<file path="src/rtl/output_streamer_if.sv">
// Bundle between output_streamer and its surroundings: master command bus, start inputs,
// output-memory read port and the slave return bus with status.
interface output_streamer_if #(
  parameter int DATA_W = 18,
  parameter int ADDR_W = 16,
  parameter int LEN_W  = 16
);
  logic [DATA_W+5:0] master_bus;
  logic              accel_done;
  logic [ADDR_W-1:0] output_memory_offset;
  logic [LEN_W-1:0]  output_length;
  logic              mem_read_en;
  logic [ADDR_W-1:0] mem_read_addr;
  logic [DATA_W-1:0] mem_read_data;
  logic [DATA_W+5:0] slave_bus;
  logic              busy;
  logic              stream_done;

  modport master (
    output master_bus, accel_done, output_memory_offset, output_length, mem_read_data,
    input  mem_read_en, mem_read_addr, slave_bus, busy, stream_done
  );

  modport slave (
    input  master_bus, accel_done, output_memory_offset, output_length, mem_read_data,
    output mem_read_en, mem_read_addr, slave_bus, busy, stream_done
  );
endinterface

</file>
<file path="src/rtl/output_streamer.sv">
// Streams the output memory region to the master one word per acked frame; first word 3 cycles after accel_done.
// Backpressure: each frame is held until a seq-matched OUTPUT_ACK; stale or repeated acks are dropped.
module output_streamer #(
  parameter int DATA_W = 18,
  parameter int ADDR_W = 16,
  parameter int LEN_W  = 16
) (
  input logic              master_clk,
  input logic              rst,
  output_streamer_if.slave sb
);

  typedef struct packed {
    logic              seq;
    logic [4:0]        meta;
    logic [DATA_W-1:0] data;
  } frame_t;

  localparam logic [4:0] OP_OUTPUT_ACK = 5'b01001;
  localparam logic [4:0] OP_RST        = 5'b11111;
  localparam logic [4:0] S_IDLE        = 5'b00000;
  localparam logic [4:0] S_DATA        = 5'b00111;
  localparam logic [4:0] S_DONE        = 5'b01010;

  localparam logic [2:0] ST_IDLE    = 3'd0;
  localparam logic [2:0] ST_FETCH   = 3'd1;
  localparam logic [2:0] ST_WAIT    = 3'd2;
  localparam logic [2:0] ST_PRESENT = 3'd3;
  localparam logic [2:0] ST_DONE    = 3'd4;

  logic [2:0]        state;
  logic [ADDR_W-1:0] base;
  logic [ADDR_W-1:0] rd_addr;
  logic [LEN_W-1:0]  len;
  logic [LEN_W-1:0]  cnt;
  logic [LEN_W-1:0]  cnt_nxt;
  logic              seq;
  logic [4:0]        s_meta;
  logic [DATA_W-1:0] s_data;
  logic              rd_en;
  logic              done_pulse;

  logic [4:0]        m_meta;
  logic [DATA_W-1:0] m_data;
  logic              sync_rst;
  logic              ack_ok;
  logic              unused_bits;
  frame_t            frame;

  assign m_meta   = sb.master_bus[DATA_W+4:DATA_W];
  assign m_data   = sb.master_bus[DATA_W-1:0];
  assign sync_rst = rst || (m_meta == OP_RST);
  assign cnt_nxt  = cnt + LEN_W'(1);

  // Only the frame currently on the bus can be acked, so a held ack advances exactly once.
  assign ack_ok = (m_meta == OP_OUTPUT_ACK) && (m_data[0] == seq) &&
                  ((state == ST_PRESENT) || (state == ST_DONE));

  assign unused_bits = ^{sb.master_bus[DATA_W+5], m_data[DATA_W-1:1]};

  always_ff @(posedge master_clk) begin
    if (sync_rst) begin
      state      <= ST_IDLE;
      base       <= '0;
      len        <= '0;
      cnt        <= '0;
      seq        <= 1'b0;
      s_meta     <= S_IDLE;
      s_data     <= '0;
      rd_en      <= 1'b0;
      rd_addr    <= '0;
      done_pulse <= 1'b0;
    end else begin
      rd_en      <= 1'b0;
      done_pulse <= 1'b0;
      case (state)
        ST_IDLE: begin
          if (sb.accel_done) begin
            base <= sb.output_memory_offset;
            len  <= sb.output_length;
            cnt  <= '0;
            if (sb.output_length == '0) begin
              state  <= ST_DONE;
              s_meta <= S_DONE;
              s_data <= DATA_W'(sb.output_length);
            end else begin
              state   <= ST_FETCH;
              rd_en   <= 1'b1;
              rd_addr <= sb.output_memory_offset;
            end
          end
        end
        ST_FETCH: begin
          state <= ST_WAIT;
        end
        ST_WAIT: begin
          state  <= ST_PRESENT;
          s_meta <= S_DATA;
          s_data <= sb.mem_read_data;
        end
        ST_PRESENT: begin
          if (ack_ok) begin
            seq <= ~seq;
            cnt <= cnt_nxt;
            if (cnt_nxt == len) begin
              state  <= ST_DONE;
              s_meta <= S_DONE;
              s_data <= DATA_W'(len);
            end else begin
              state   <= ST_FETCH;
              s_meta  <= S_IDLE;
              s_data  <= '0;
              rd_en   <= 1'b1;
              // Address arithmetic wraps modulo the address space by width.
              rd_addr <= base + ADDR_W'(cnt_nxt);
            end
          end
        end
        ST_DONE: begin
          if (ack_ok) begin
            seq        <= ~seq;
            done_pulse <= 1'b1;
            state      <= ST_IDLE;
            s_meta     <= S_IDLE;
            s_data     <= '0;
          end
        end
        default: begin
          state  <= ST_IDLE;
          s_meta <= S_IDLE;
          s_data <= '0;
        end
      endcase
    end
  end

  assign frame.seq  = seq;
  assign frame.meta = s_meta;
  assign frame.data = s_data;

  assign sb.slave_bus     = frame;
  assign sb.mem_read_en   = rd_en;
  assign sb.mem_read_addr = rd_addr;
  assign sb.busy          = (state != ST_IDLE);
  assign sb.stream_done   = done_pulse;

  // A presented frame never changes its seq bit while it stays on the bus.
  assert property (@(posedge master_clk) disable iff (rst)
    ((s_meta != S_IDLE) && (s_meta == $past(s_meta))) |-> (seq == $past(seq)));

  assert property (@(posedge master_clk) disable iff (rst)
    (s_meta == S_IDLE) |-> (s_data == '0));

endmodule

</file>
<file path="src/flat_wrapper.sv">
// flat-port wrapper written by rule: the top's interface ports become plain ports
module output_streamer_flat 
#(
  parameter int DATA_W = 18,
  parameter int ADDR_W = 16,
  parameter int LEN_W  = 16
)
  (master_clk, rst, sb_master_bus, sb_accel_done, sb_output_memory_offset, sb_output_length, sb_mem_read_data, sb_mem_read_en, sb_mem_read_addr, sb_slave_bus, sb_busy, sb_stream_done);
  output_streamer_if #(.DATA_W(DATA_W), .ADDR_W(ADDR_W), .LEN_W(LEN_W)) sb_i ();
  input logic master_clk;
  input logic rst;
  input wire logic [$bits(sb_i.master_bus)-1:0] sb_master_bus;
  input wire logic [$bits(sb_i.accel_done)-1:0] sb_accel_done;
  input wire logic [$bits(sb_i.output_memory_offset)-1:0] sb_output_memory_offset;
  input wire logic [$bits(sb_i.output_length)-1:0] sb_output_length;
  input wire logic [$bits(sb_i.mem_read_data)-1:0] sb_mem_read_data;
  output wire logic [$bits(sb_i.mem_read_en)-1:0] sb_mem_read_en;
  output wire logic [$bits(sb_i.mem_read_addr)-1:0] sb_mem_read_addr;
  output wire logic [$bits(sb_i.slave_bus)-1:0] sb_slave_bus;
  output wire logic [$bits(sb_i.busy)-1:0] sb_busy;
  output wire logic [$bits(sb_i.stream_done)-1:0] sb_stream_done;
  assign sb_i.master_bus = sb_master_bus;
  assign sb_i.accel_done = sb_accel_done;
  assign sb_i.output_memory_offset = sb_output_memory_offset;
  assign sb_i.output_length = sb_output_length;
  assign sb_i.mem_read_data = sb_mem_read_data;
  assign sb_mem_read_en = sb_i.mem_read_en;
  assign sb_mem_read_addr = sb_i.mem_read_addr;
  assign sb_slave_bus = sb_i.slave_bus;
  assign sb_busy = sb_i.busy;
  assign sb_stream_done = sb_i.stream_done;
  output_streamer #(.DATA_W(DATA_W), .ADDR_W(ADDR_W), .LEN_W(LEN_W)) u_core (.master_clk(master_clk), .rst(rst), .sb(sb_i));
endmodule
</file>
<file path="config.mk">
export PLATFORM = sky130hd
export DESIGN_NAME = output_streamer_flat
export DESIGN_NICKNAME = d
export VERILOG_FILES = /design/src/rtl/output_streamer_if.sv /design/src/rtl/output_streamer.sv /design/src/flat_wrapper.sv
export SDC_FILE = /design/constraint.sdc
export NUM_CORES = 1
export LEC_CHECK = 0
export ABC_AREA = 1
export CORE_MARGIN = 2
export CORE_UTILIZATION = 50
export DETAILED_ROUTE_END_ITERATION = 12
export PLACE_DENSITY = 0.78
export SYNTH_ARGS = -nofsm -noshare
export SYNTH_HDL_FRONTEND = slang
export SYNTH_SLANG_ARGS = --single-unit
</file>
<file path="constraint.sdc">
create_clock -name master_clk -period 8.3 [get_ports master_clk]
set_clock_uncertainty 0.2 [all_clocks]
set_input_delay 1.66 -clock master_clk [delete_from_list [all_inputs] [get_ports master_clk]]
set_output_delay 1.66 -clock master_clk [all_outputs]
set_load 0.005 [all_outputs]
</file>
* Yosys cells after proc, flatten, opt, wreduce, memory -nomap -nowiden
Index checks and enable logic that the tools add are counted.
Cells by class: $add $sub $neg 2, multipliers 0, div/mod/pow operators 0, $lt $le $gt $ge 0, equal/unequal tests 14, shift operators 0, muxes and demuxes 32, bitwise gates (word level) 3, reduce and logical (&&, ||, !) cells 16
Operators with widths (count):
- $mux W16 | 7
- $pmux W18 S5 | 1
- $mux W18 | 4
- $pmux W16 S2 | 2
- $pmux W5 S5 | 1
- $mux W5 | 4
- $add A16 B1 Y16 const B | 1
- $add A16 B16 Y16 | 1
- $eq A16 B16 Y1 | 1
- $logic_not A16 Y1 | 1
- $mux W3 | 5
- $pmux W3 S5 | 1
- $reduce_and A5 Y1 | 2
- $eq A3 B2 Y1 const B | 2
- $ne A2 B1 Y1 const B | 3
- $ne A2 B2 Y1 const B | 3
- $reduce_and A3 Y1 | 2
- $eq A5 B4 Y1 const B | 1
- $eq A5 B5 Y1 const B | 1
- $mux W1 | 5
- $mux W4 | 1
- $reduce_and A2 Y1 | 2
- $reduce_or A2 Y1 | 2
- $eq A3 B1 Y1 const B | 1
- 9 further kinds | 13
Word-level totals: register bits 93, latch bits 0, memory bits (writable) 0, ROM bits 0, input bits 77, word-level logic and storage cells 77, memories 0

* Logic depth before layout (Yosys ltp)
word-level depth 5, gate-level depth with buffers 21

* Least setup slack after synthesis
OpenSTA, ideal clock, no wires.
kind input-to-reg, start point in sb_master_bus[19], end point reg u_core.rd_addr[13] (netlist: u_core.sb.mem_read_addr[13]), setup time 114 ps, data arrival time 3117 ps, slack 4869 ps, stages 11, cell sequence inv_1 > nand2_1 > nor4_2 > inv_1 > nand2_1 > nand3_1 > inv_1 > nand3_4 > buf_8 > nor2_1 > nor2_2
Between the ends: word-level cells in the longest chain between the ends 5
Ends and longest elaborated chain:
- from (decl) | RTL line flat_wrapper.sv:12 | input wire logic [$bits(sb_i.master_bus)-1:0] sb_master_bus;
- $eq A5 B4 Y1 | RTL line output_streamer.sv:56 | assign ack_ok = (m_meta == OP_OUTPUT_ACK) && (m_data[0] == seq) &&
- $logic_and A1 B1 Y1 (2 in a row) | RTL line output_streamer.sv:56
- $ne A2 B1 Y1 (no source line)
- $reduce_and A5 Y1 (no source line)
- to (signal assigned) | RTL line output_streamer.sv:89 | rd_addr <= sb.output_memory_offset;
- to (signal assigned) | RTL line output_streamer.sv:115 | rd_addr <= base + ADDR_W'(cnt_nxt);
- to (decl) | RTL line output_streamer.sv:33 | logic [ADDR_W-1:0] rd_addr;
Parallel ways exist; a longest one is shown, timed or not. A chain may end at the register's enable or synchronous reset.

* Worst setup path after layout
start point in sb_output_length[3], end point reg u_core.s_meta[3]
Between the ends: word-level cells in the longest chain between the ends 3
Ends and longest elaborated chain:
- from (decl) | RTL line flat_wrapper.sv:15 | input wire logic [$bits(sb_i.output_length)-1:0] sb_output_length;
- $logic_not A16 Y1 | RTL line output_streamer.sv:82 | if (sb.output_length == '0) begin
- $ne A2 B1 Y1 (no source line)
- $reduce_and A5 Y1 (no source line)
- to (signal assigned) | RTL line output_streamer.sv:84 | s_meta <= S_DONE;
- to (signal assigned) | RTL line output_streamer.sv:98 | s_meta <= S_DATA;
- to (signal assigned) | RTL line output_streamer.sv:107 | s_meta <= S_DONE;
- to (decl) | RTL line output_streamer.sv:38 | logic [4:0] s_meta;
No other way between the ends.

==> results_dict.tcl <==
set metrics [dict create \
    synth_nets 1024 \
    grt.total_usage_pct 24.6 \
    critPathKind "in -> reg" \
    p_leak_uw 0.00318 \
    cts.clk_slew.worst_paths_ps 60 \
    power.density_nw_per_um2 258 \
    clock-sinks 91 \
    slew_headroom_pct 47.2 \
    nFillCells 1075 \
    gp_congestion 0.917 \
    drive_gt1_share_pct 5.92 \
    synth-async-reset-ratio_pct 0 \
    die-height_um 112 \
    cts_hold_buf 0 \
    layout_commonest_cell "nand2_1" \
    power_frac_seq_pct 32.6 \
    clkLatencyLatePin_ps 350 \
    hold_viol 0 \
    ant_nets 0 \
    status "complete, no violations" \
    yosys_warnings 0 \
    slew_viol_final 0 \
    coreArea_um2 11400 \
    period_share_pct 51.9 \
    drc 0 \
    num_vias 5884 \
    swShare_pct 39.3 \
    synth-seq-cells 91 \
    post_drt_wl_per_cell_um 13.0 \
    dp.final_hpwl_mm 11.5 \
    syn-cell-area_um2 5780 \
    slowest_stage "nor4_1" \
    clockRootBuffer "clkbuf_16" \
    worstPathRequired_ps 8340 \
    worst_setup_path_start_kind "primary input" \
    syn_avg_cell_area_um2 6.23 \
    synth_flop_cell "dfxtp_1" \
    syn_inst 929 \
    syn_to_final_growth_pct 23.4 \
    min_period_ps 4310 \
    fin_area_um2 7140 \
    die_w_um 112 \
    num_rows 39 \
    fin_nets 1105 \
    io_buffers 100 \
    clkPwrFrac_pct 22.6 \
    ioPinCount 120 \
    ys_seq_area_share_pct 31.5 \
    cp_slowest_stage_delay_ps 590 \
    grt_pass1_wl_mm 25.2 \
    firstDrtPassIters 5 \
    dieArea_um2 12400 \
    postCtsSetupRepairBufs 0 \
    antenna_found_initial 0 \
    initial_core_util_pct 50.9 \
    p_switching_uw 723 \
    max_freq_mhz 232 \
    clockBufferDepth 2 \
    overflow 0 \
    path_buf_inv 4 \
    p_int_uw 1120 \
    rsz0062_at_grt "no" \
    netlist-cell-type-count 45 \
    dr.first_iter.drc_count 361 \
    critPathCaptureType "register" \
    worstMarginPinSlew_ps 791 \
    maxCapViolations 0 \
    htreeDepth 3 \
    cts_resized 0 \
    ir_worst_vdd_mv 0.271 \
    cts_tree "built" \
    worstHoldPathType "reg -> reg" \
    via_per_inst 5.09 \
    totalWireLength_mm 15.0 \
    final_cell_mix "310 x nand2_1, 126 x inv_1, 100 x clkdlybuf4s50_1, 91 x a21oi_1, 91 x dfxtp_1" \
    place_area_um2 6840 \
    synth_edf_count 0 \
    setup_viol 0 \
    cp.arrival_ps 4350 \
    cpLargestDelayFamily "simple AND/OR/NAND/NOR gates" \
    combPwrFrac_pct 44.8 \
    path_max_fanout 21 \
    setup-tns-final_ps 0 \
    grt_pass1_vias 5451 \
    cp_cell_sequence "clkdlybuf4s50_1, inv_1, nand4_1, nor4_1, nor2_1, nor2_1, nand2_1, inv_2, nand3_1, o211ai_1, inv_1" \
    diodes 0 \
    cts_inserted_buffers 9 \
    grt_max_degree 51 \
]
-- cell type report --
class / instances / area [µm²] / share of cell area [%]
multi-input combinational: 673 / 3310 / 46.4
sequential: 91 / 1820 / 25.5
timing repair buffer: 106 / 1050 / 14.7
inverter: 129 / 484 / 6.78
clock buffer: 13 / 260 / 3.65
tap: 143 / 179 / 2.51
clock inverter: 2 / 35.0 / 0.491
-- layer usage --
layer	up-vias	GRT usage, %	part of all wire, %
met5	-	0	0
li1	3115	-	-
met4	0	7.90	2.2
met2	147	40.3	46
met1	2598	31.6	47
met3	24	6.75	5.3
-- final timing paths --
kind / slack [ps] / depth (start not counted) / end / startpoint
worst max-delay path: 3990 / 11 / u_core.s_meta[3] / sb_output_length[3]
worst min-delay path: 260 / 2 / u_core.s_data[12] / u_core.s_data[12]
worst max register to register: 4910 / 12 / u_core.s_meta[3] / u_core.state[2]
worst min register to register: 260 / 2 / u_core.s_data[12] / u_core.s_data[12]
-- tightest hold or removal path, cell delays in order, from the launching register on --
cell and delay (ps):
dfxtp_1 300, nand2_1 60, a21oi_1 60
-- kinds of logic (layout without fill, tap and decap cells) --
logic type	after synthesis	after routing	share of synthesized area [%]
DFF	91	91	31.5
muxes	1	1	0.173
adders and majority gates	18	18	4.02
and+or+nand+nor	494	494	37.7
xor gates and xnor gates	6	6	1.28
buffers and inverters	165	250	11.4
AOI/OAI and AO/OA	153	153	13.9
other	1	1	0.0648
-- cells in the mapped netlist (all sizes together), types with 3 or more instances --
library cell | number | share of area [%]
nand2 | 320 | 21
inv | 129 | 8.4
a21oi | 91 | 7.9
dfxtp | 91 | 31
nor2 | 79 | 6.1
o21ai | 51 | 4.4
nand3 | 45 | 4.5
nand4 | 32 | 3.7
clkbuf | 24 | 1.6
ha | 17 | 3.7
buf | 12 | 1.4
nor3 | 7 | 0.61
or2 | 4 | 0.43
xor2 | 4 | 0.74
a31oi | 3 | 0.32
nand3b | 3 | 0.61
o21bai | 3 | 0.58
-- stage by stage --
step                      total power, µW  hold slack (ps)  cells  util (%)  setup slack (ps)
after floorplan                      1160              245    929         -              4870
after CTS                            1850              265   1157      62.8              3970
after detailed placement             1430              255   1142      60.2              3670
final                                1840              263   1157      62.8              3990
after global routing                 1990              291   1157      62.8              3730
after global placement               1420              248   1142      60.2              3690
-- registers in the layout (all words and copies together), names as in the netlist --
register,flops
u_core.s_data,18
u_core.cnt,16
u_core.s_meta,3
u_core.sb.mem_read_addr,16
u_core.seq,1
u_core.base,16
u_core.sb.stream_done,1
u_core.sb.mem_read_en,1
u_core.state,3
u_core.len,16
-- power groups by stage --
stage                     Sequential [µW]  Combinational, µW  Clock (µW)
after detailed placement              610                819           0
after floorplan                       605                558           0
after global placement                608                809           0
after CTS                             601                827         421
final                                 601                826         416
after global routing                  614                936         441
Note: power is estimated with default switching activity, not from simulation.
